===== src/rtl/reorder_buffer.sv =====
`default_nettype none
// ============================================================================
// Module      : reorder_buffer
// Description : In-order retirement buffer. Decode allocates entries at the
//               tail and receives the tag; writeback completes entries by
//               tag in any order; completed entries retire strictly in
//               program order from the head, one per cycle.
// Ports       : clk, rst           - clock, synchronous active-high reset
//               alloc_*            - allocation handshake and returned tag
//               wb_*               - out-of-order result writeback by tag
//               rd_ptr_i/rd_*_o    - combinational operand lookup by tag
//               commit_*           - registered retirement outputs
//               flush_i            - discard all entries
//               count_o            - number of occupied entries
// Revision    : 1.0 - initial release
// ============================================================================
module reorder_buffer #(
    parameter int DATA_WIDTH = 32,
    parameter int ROB_COUNT  = 32,
    localparam int PW        = $clog2(ROB_COUNT)
) (
    input  logic                  clk,
    input  logic                  rst,
    // allocation
    input  logic                  alloc_valid_i,
    output logic                  alloc_ready_o,
    input  logic                  alloc_has_rd_i,
    input  logic [4:0]            alloc_rd_i,
    output logic [PW-1:0]         alloc_ptr_o,
    // writeback
    input  logic                  wb_valid_i,
    input  logic [PW-1:0]         wb_ptr_i,
    input  logic [DATA_WIDTH-1:0] wb_data_i,
    // operand lookup
    input  logic [PW-1:0]         rd_ptr_i,
    output logic                  rd_ready_o,
    output logic [DATA_WIDTH-1:0] rd_data_o,
    // commit
    output logic                  commit_valid_o,
    output logic                  commit_wr_en_o,
    output logic [4:0]            commit_rd_o,
    output logic [DATA_WIDTH-1:0] commit_data_o,
    output logic [PW-1:0]         commit_ptr_o,
    // control / status
    input  logic                  flush_i,
    output logic [PW:0]           count_o
);

    localparam logic [PW:0]   c_full_count = (PW+1)'(ROB_COUNT);
    localparam logic [PW-1:0] c_ptr_one    = PW'(1);
    localparam logic [PW:0]   c_count_one  = (PW+1)'(1);

    // Per-entry state. Only valid/done carry reset; payload fields are
    // always rewritten before they can be observed.
    logic [ROB_COUNT-1:0]  r_valid;
    logic [ROB_COUNT-1:0]  r_done;
    logic [ROB_COUNT-1:0]  r_has_rd;
    logic [4:0]            r_rd   [ROB_COUNT];
    logic [DATA_WIDTH-1:0] r_data [ROB_COUNT];

    logic [PW-1:0] r_head;
    logic [PW-1:0] r_tail;
    logic [PW:0]   r_count;

    logic w_alloc;
    logic w_commit;
    logic w_wb;

    // Full is judged from the registered count only, so a retirement in the
    // same cycle never frees a slot for an allocation.
    assign alloc_ready_o = (r_count != c_full_count);
    assign alloc_ptr_o   = r_tail;
    assign count_o       = r_count;

    assign w_alloc  = alloc_valid_i & alloc_ready_o;
    assign w_commit = r_valid[r_head] & r_done[r_head];
    assign w_wb     = wb_valid_i & r_valid[wb_ptr_i];

    // Lookup sees registered state only; a same-cycle writeback is not
    // forwarded.
    assign rd_ready_o = r_valid[rd_ptr_i] & r_done[rd_ptr_i];
    assign rd_data_o  = r_data[rd_ptr_i];

    // Payload storage. A valid writeback can never target the tail slot
    // being allocated (the tail slot is always invalid while not full), so
    // the two writes never collide.
    always_ff @(posedge clk) begin
        if (!rst && !flush_i) begin
            if (w_wb) begin
                r_data[wb_ptr_i] <= wb_data_i;
            end
            if (w_alloc) begin
                r_has_rd[r_tail] <= alloc_has_rd_i;
                r_rd[r_tail]     <= alloc_rd_i;
            end
        end
    end

    // Control state and registered commit outputs.
    always_ff @(posedge clk) begin
        if (rst) begin
            r_valid        <= '0;
            r_done         <= '0;
            r_head         <= '0;
            r_tail         <= '0;
            r_count        <= '0;
            commit_valid_o <= 1'b0;
            commit_wr_en_o <= 1'b0;
            commit_rd_o    <= '0;
            commit_data_o  <= '0;
            commit_ptr_o   <= '0;
        end else if (flush_i) begin
            // Commit payload outputs keep their last values across a flush.
            r_valid        <= '0;
            r_done         <= '0;
            r_head         <= '0;
            r_tail         <= '0;
            r_count        <= '0;
            commit_valid_o <= 1'b0;
            commit_wr_en_o <= 1'b0;
        end else begin
            commit_valid_o <= w_commit;
            commit_wr_en_o <= w_commit & r_has_rd[r_head];

            if (w_commit) begin
                commit_rd_o     <= r_rd[r_head];
                commit_data_o   <= r_data[r_head];
                commit_ptr_o    <= r_head;
                r_valid[r_head] <= 1'b0;
                r_head          <= r_head + c_ptr_one;
            end

            // A writeback to the retiring head is allowed; that entry goes
            // invalid, so its stale done bit is harmless and is cleared
            // again on reallocation.
            if (w_wb) begin
                r_done[wb_ptr_i] <= 1'b1;
            end

            // Head and tail can only coincide here when the buffer is empty
            // (no commit) or full (no allocation), so these never collide.
            if (w_alloc) begin
                r_valid[r_tail] <= 1'b1;
                r_done[r_tail]  <= 1'b0;
                r_tail          <= r_tail + c_ptr_one;
            end

            if (w_alloc && !w_commit) begin
                r_count <= r_count + c_count_one;
            end else if (!w_alloc && w_commit) begin
                r_count <= r_count - c_count_one;
            end
        end
    end

endmodule
`default_nettype wire


===== config.mk =====
export PLATFORM = sky130hd
export DESIGN_NAME = reorder_buffer
export DESIGN_NICKNAME = d
export VERILOG_FILES = /design/src/rtl/reorder_buffer.sv
export SDC_FILE = /design/constraint.sdc
export NUM_CORES = 2
export LEC_CHECK = 0
export ABC_CLOCK_PERIOD_IN_PS = 4110
export BUFFER_PORTS_ARGS = -buffer_cell sky130_fd_sc_hd__buf_2
export CORE_ASPECT_RATIO = 1.2
export CORE_UTILIZATION = 53
export DETAILED_ROUTE_END_ITERATION = 10
export HOLD_SLACK_MARGIN = 0.06
export PLACE_DENSITY = 0.72
export SLEW_MARGIN = 20
export SYNTH_ARGS = -nofsm -noshare
export SYNTH_HDL_FRONTEND = slang
export SYNTH_SLANG_ARGS = --single-unit

===== constraint.sdc =====
create_clock -name clk -period 4.11 [get_ports clk]
set_input_delay 0.6165 -clock clk [delete_from_list [all_inputs] [get_ports clk]]
set_output_delay 0.6165 -clock clk [all_outputs]
set_load 0.05 [all_outputs]

==> results.json <==
{
  "crit_buf_inv": 1,
  "gr-total-overflow": 0,
  "synth_cell_types": 62,
  "rr_startpoint": "r_head[3]",
  "die-area_um2": 115000,
  "path_class": "reg -> reg",
  "max_freq_ghz": 0.262,
  "grt_pass1_vias": 35200,
  "relSlewSlack": 0.216,
  "r2r_end": "count_o[5]",
  "drc_errors": 0,
  "syn_nets": 3075,
  "fin_nets": 3238,
  "slowest_delay_ps": 560,
  "cts_buffer_depth": 3,
  "ys_seq_area_frac": 0.650,
  "p_per_area_nw_per_um2": 413,
  "start_kind": "flip-flop",
  "cap_violations": 0,
  "ys_warn_count": 0,
  "fin_tns_setup_ps": 0,
  "start_util": 0.537,
  "cp.arrival_ps": 4510,
  "hold_end": "count_o[5]",
  "die_w_um": 309,
  "n_fill_cell": 7790,
  "grt_usage": 0.308,
  "layout-drive-gt1-share": 0.386,
  "cts_setup_buffers": 0,
  "max-vdd-ir-drop_mv": 0.356,
  "synth_xor_area_frac": 0.00102,
  "finalSetupViolCount": 0,
  "clock_skew_ps": 25.4,
  "routedWlPerCell_um": 36.5,
  "synthAdderAreaFrac": 0.00304,
  "hpwl_um": 97400,
  "drv_slew": 0,
  "cp_data_required_time_ps": 4810,
  "yosys.area_share.simple": 0.0267,
  "antenna_found_initial": 10,
  "row_count": 134,
  "finalHoldViolations": 0,
  "hp-start": "rst",
  "clock-sinks": 1340,
  "slowest_stage": "dfxtp_1",
  "cts_buffers": 131,
  "port_buffers": 141,
  "postSynthCellCount": 3008,
  "drt-vias-per-instance": 7.25,
  "leakage_nw": 20.5,
  "instances_no_fill": 4776,
  "ioPinCount": 142,
  "r2r_slack_ps": 300,
  "layout_min_cycle_time_ps": 3810,
  "path_cells": "nand2b_1, nor2_4, a22oi_1, o211ai_4, nand2_1, ha_1, inv_1, ha_1, a21o_1, a21oi_1, o21bai_1, a21oi_1, mux2i_1, mux2i_1",
  "synthFlopType": "edfxtp_1",
  "synthArstFlopShare": 0,
  "reg2reg_depth": 14,
  "root_buffer": "clkbuf_16",
  "firstDrtPassIters": 9,
  "syn-cell-area_um2": 60000,
  "antenna_left": 0,
  "clk_pin_slew_ps": 60,
  "mostFrequentLayoutCell": "edfxtp_1",
  "holdCritPathClass": "in -> reg",
  "die_h_um": 371,
  "path_delay_family": "compound AO/OA/AOI/OAI gates",
  "outcome": "finished clean",
  "dp_cells": 4533,
  "core_area_um2": 112000,
  "synth_seq_cells": 1340,
  "routabilityCongestion": 0.920,
  "drt_iter0_drc": 4735,
  "htree_levels": 4,
  "synth_mux_area_frac": 0.252,
  "synth_compound_area_frac": 0.0462,
  "fin_crit_sh": 0.928,
  "whs_path_depth": 4,
  "cts_tree": "yes",
  "synth_edf_count": 1216,
  "grt_pass1_wl_um": 248000,
  "worst_pin_slew_ps": 1180,
  "clock_latency_ps": 780,
  "syn2layout_area_growth_pct": 12.9,
  "synth_top_family_by_area": "multiplexers",
  "finalWirelength_um": 174000,
  "avgSynthCellArea_um2": 19.9,
  "final_cell_mix": "edfxtp_1, mux4_2, a22oi_1",
  "path_max_fanout": 12,
  "grt_start_max_net_pins": 158,
  "vias": 34600,
  "rsz0062_at_grt": "false",
  "worst_setup_path_end_kind": "flip-flop"
}
[worst max path at each step]
stage                           start             to  cells past startpoint
after global placement      r_head[1]     count_o[5]                     14
final                       r_head[3]     count_o[5]                     14
after global routing        r_head[3]     count_o[5]                     14
after detailed placement  rd_ptr_i[0]  rd_data_o[25]                      6
after floorplan           wb_ptr_i[1]  r_data[31][0]                      8
after CTS                   r_head[1]     count_o[5]                     15
[registers in the layout, summed over array words and instances (netlist names)]
signal          cells
r_rd              160
r_head              5
r_valid            32
commit_data_o      32
r_done             32
r_has_rd           32
alloc_ptr_o         5
commit_valid_o      1
commit_ptr_o        5
count_o             6
r_data           1024
commit_rd_o         5
commit_wr_en_o      1
[tightest hold or removal path, cell delays in order]
cell and delay (ps):
buf_2 120, nor2_4 120, nand2_1 100, mux2i_1 60
[Yosys cell counts (24+ instances only)]
| cell type | number | area [µm²] |
|---|---|---|
| edfxtp_1 | 1216 | 36500 |
| mux4_2 | 641 | 14400 |
| a22oi_1 | 146 | 1100 |
| dfxtp_1 | 124 | 2480 |
| nor2_1 | 119 | 447 |
| clkbuf_1 | 117 | 439 |
| buf_2 | 97 | 485 |
| a31oi_1 | 47 | 294 |
| nand4_1 | 38 | 238 |
| nand2_1 | 37 | 139 |
| a211oi_1 | 36 | 270 |
| mux2_2 | 33 | 372 |
| mux2i_1 | 33 | 330 |
| a31o_2 | 32 | 280 |
| o21ai_0 | 32 | 160 |
| and4_1 | 31 | 272 |
| nand3_1 | 27 | 135 |
| o221a_2 | 24 | 270 |
[cell type report]
type	instances	area [µm²]	share of cell area
inverter	12	45.0	0.000665
sequential	1340	39000	0.576
multi-input combinational	1402	20100	0.296
clock buffer	164	3540	0.0522
tap	1496	1870	0.0276
antenna	4	10.0	0.000148
clock inverter	74	632	0.00933
timing repair buffer	284	2540	0.0375
[per-stage QoR]
stage                      util  setup slack, ps  total power, mW  hold WS (ps)  cell area [µm²]
after floorplan               -              238             16.0           468            60000
after global placement    0.569              322             16.4           458            63500
after detailed placement  0.569              369             16.4           467            63500
after CTS                 0.606              353             28.1           253            67700
after global routing      0.606             66.0             28.6           308            67700
final                     0.606              297             27.9           303            67700
[routing by layer]
| metal | share of wire | vias up | wire length (µm) | GRT usage |
|---|---|---|---|---|
| li1 | - | 13400 | - | - |
| met3 | 0.11 | 490 | 19000 | 0.0680 |
| met4 | 0.049 | 10 | 8510 | 0.145 |
| met2 | 0.50 | 2478 | 86300 | 0.499 |
| met1 | 0.35 | 18200 | 60300 | 0.400 |
| met5 | 0.00040 | - | 69 | 0 |
[logic make-up after synthesis]
kind of cell | after synthesis
AOI/OAI and AO/OA | 371
xor gates and xnor gates | 7
adders and majority gates | 14
buffers and inverters | 266
DFF | 1340
muxes | 707
and+or+nand+nor | 303
[timing repair]
action                     in CTS  in global routing
resized for setup               0                  2
setup endpoints to repair       0                  1
hold buffers                    0                  0
[power breakdown]
part,internal (mW),switching [mW],total [mW]
Clock,6.63,5.16,11.8
Combinational,0.485,0.815,1.30
Sequential,14.8,0.00853,14.9
Total,22.0,5.98,27.9
Note: power is estimated with default switching activity, not from simulation.
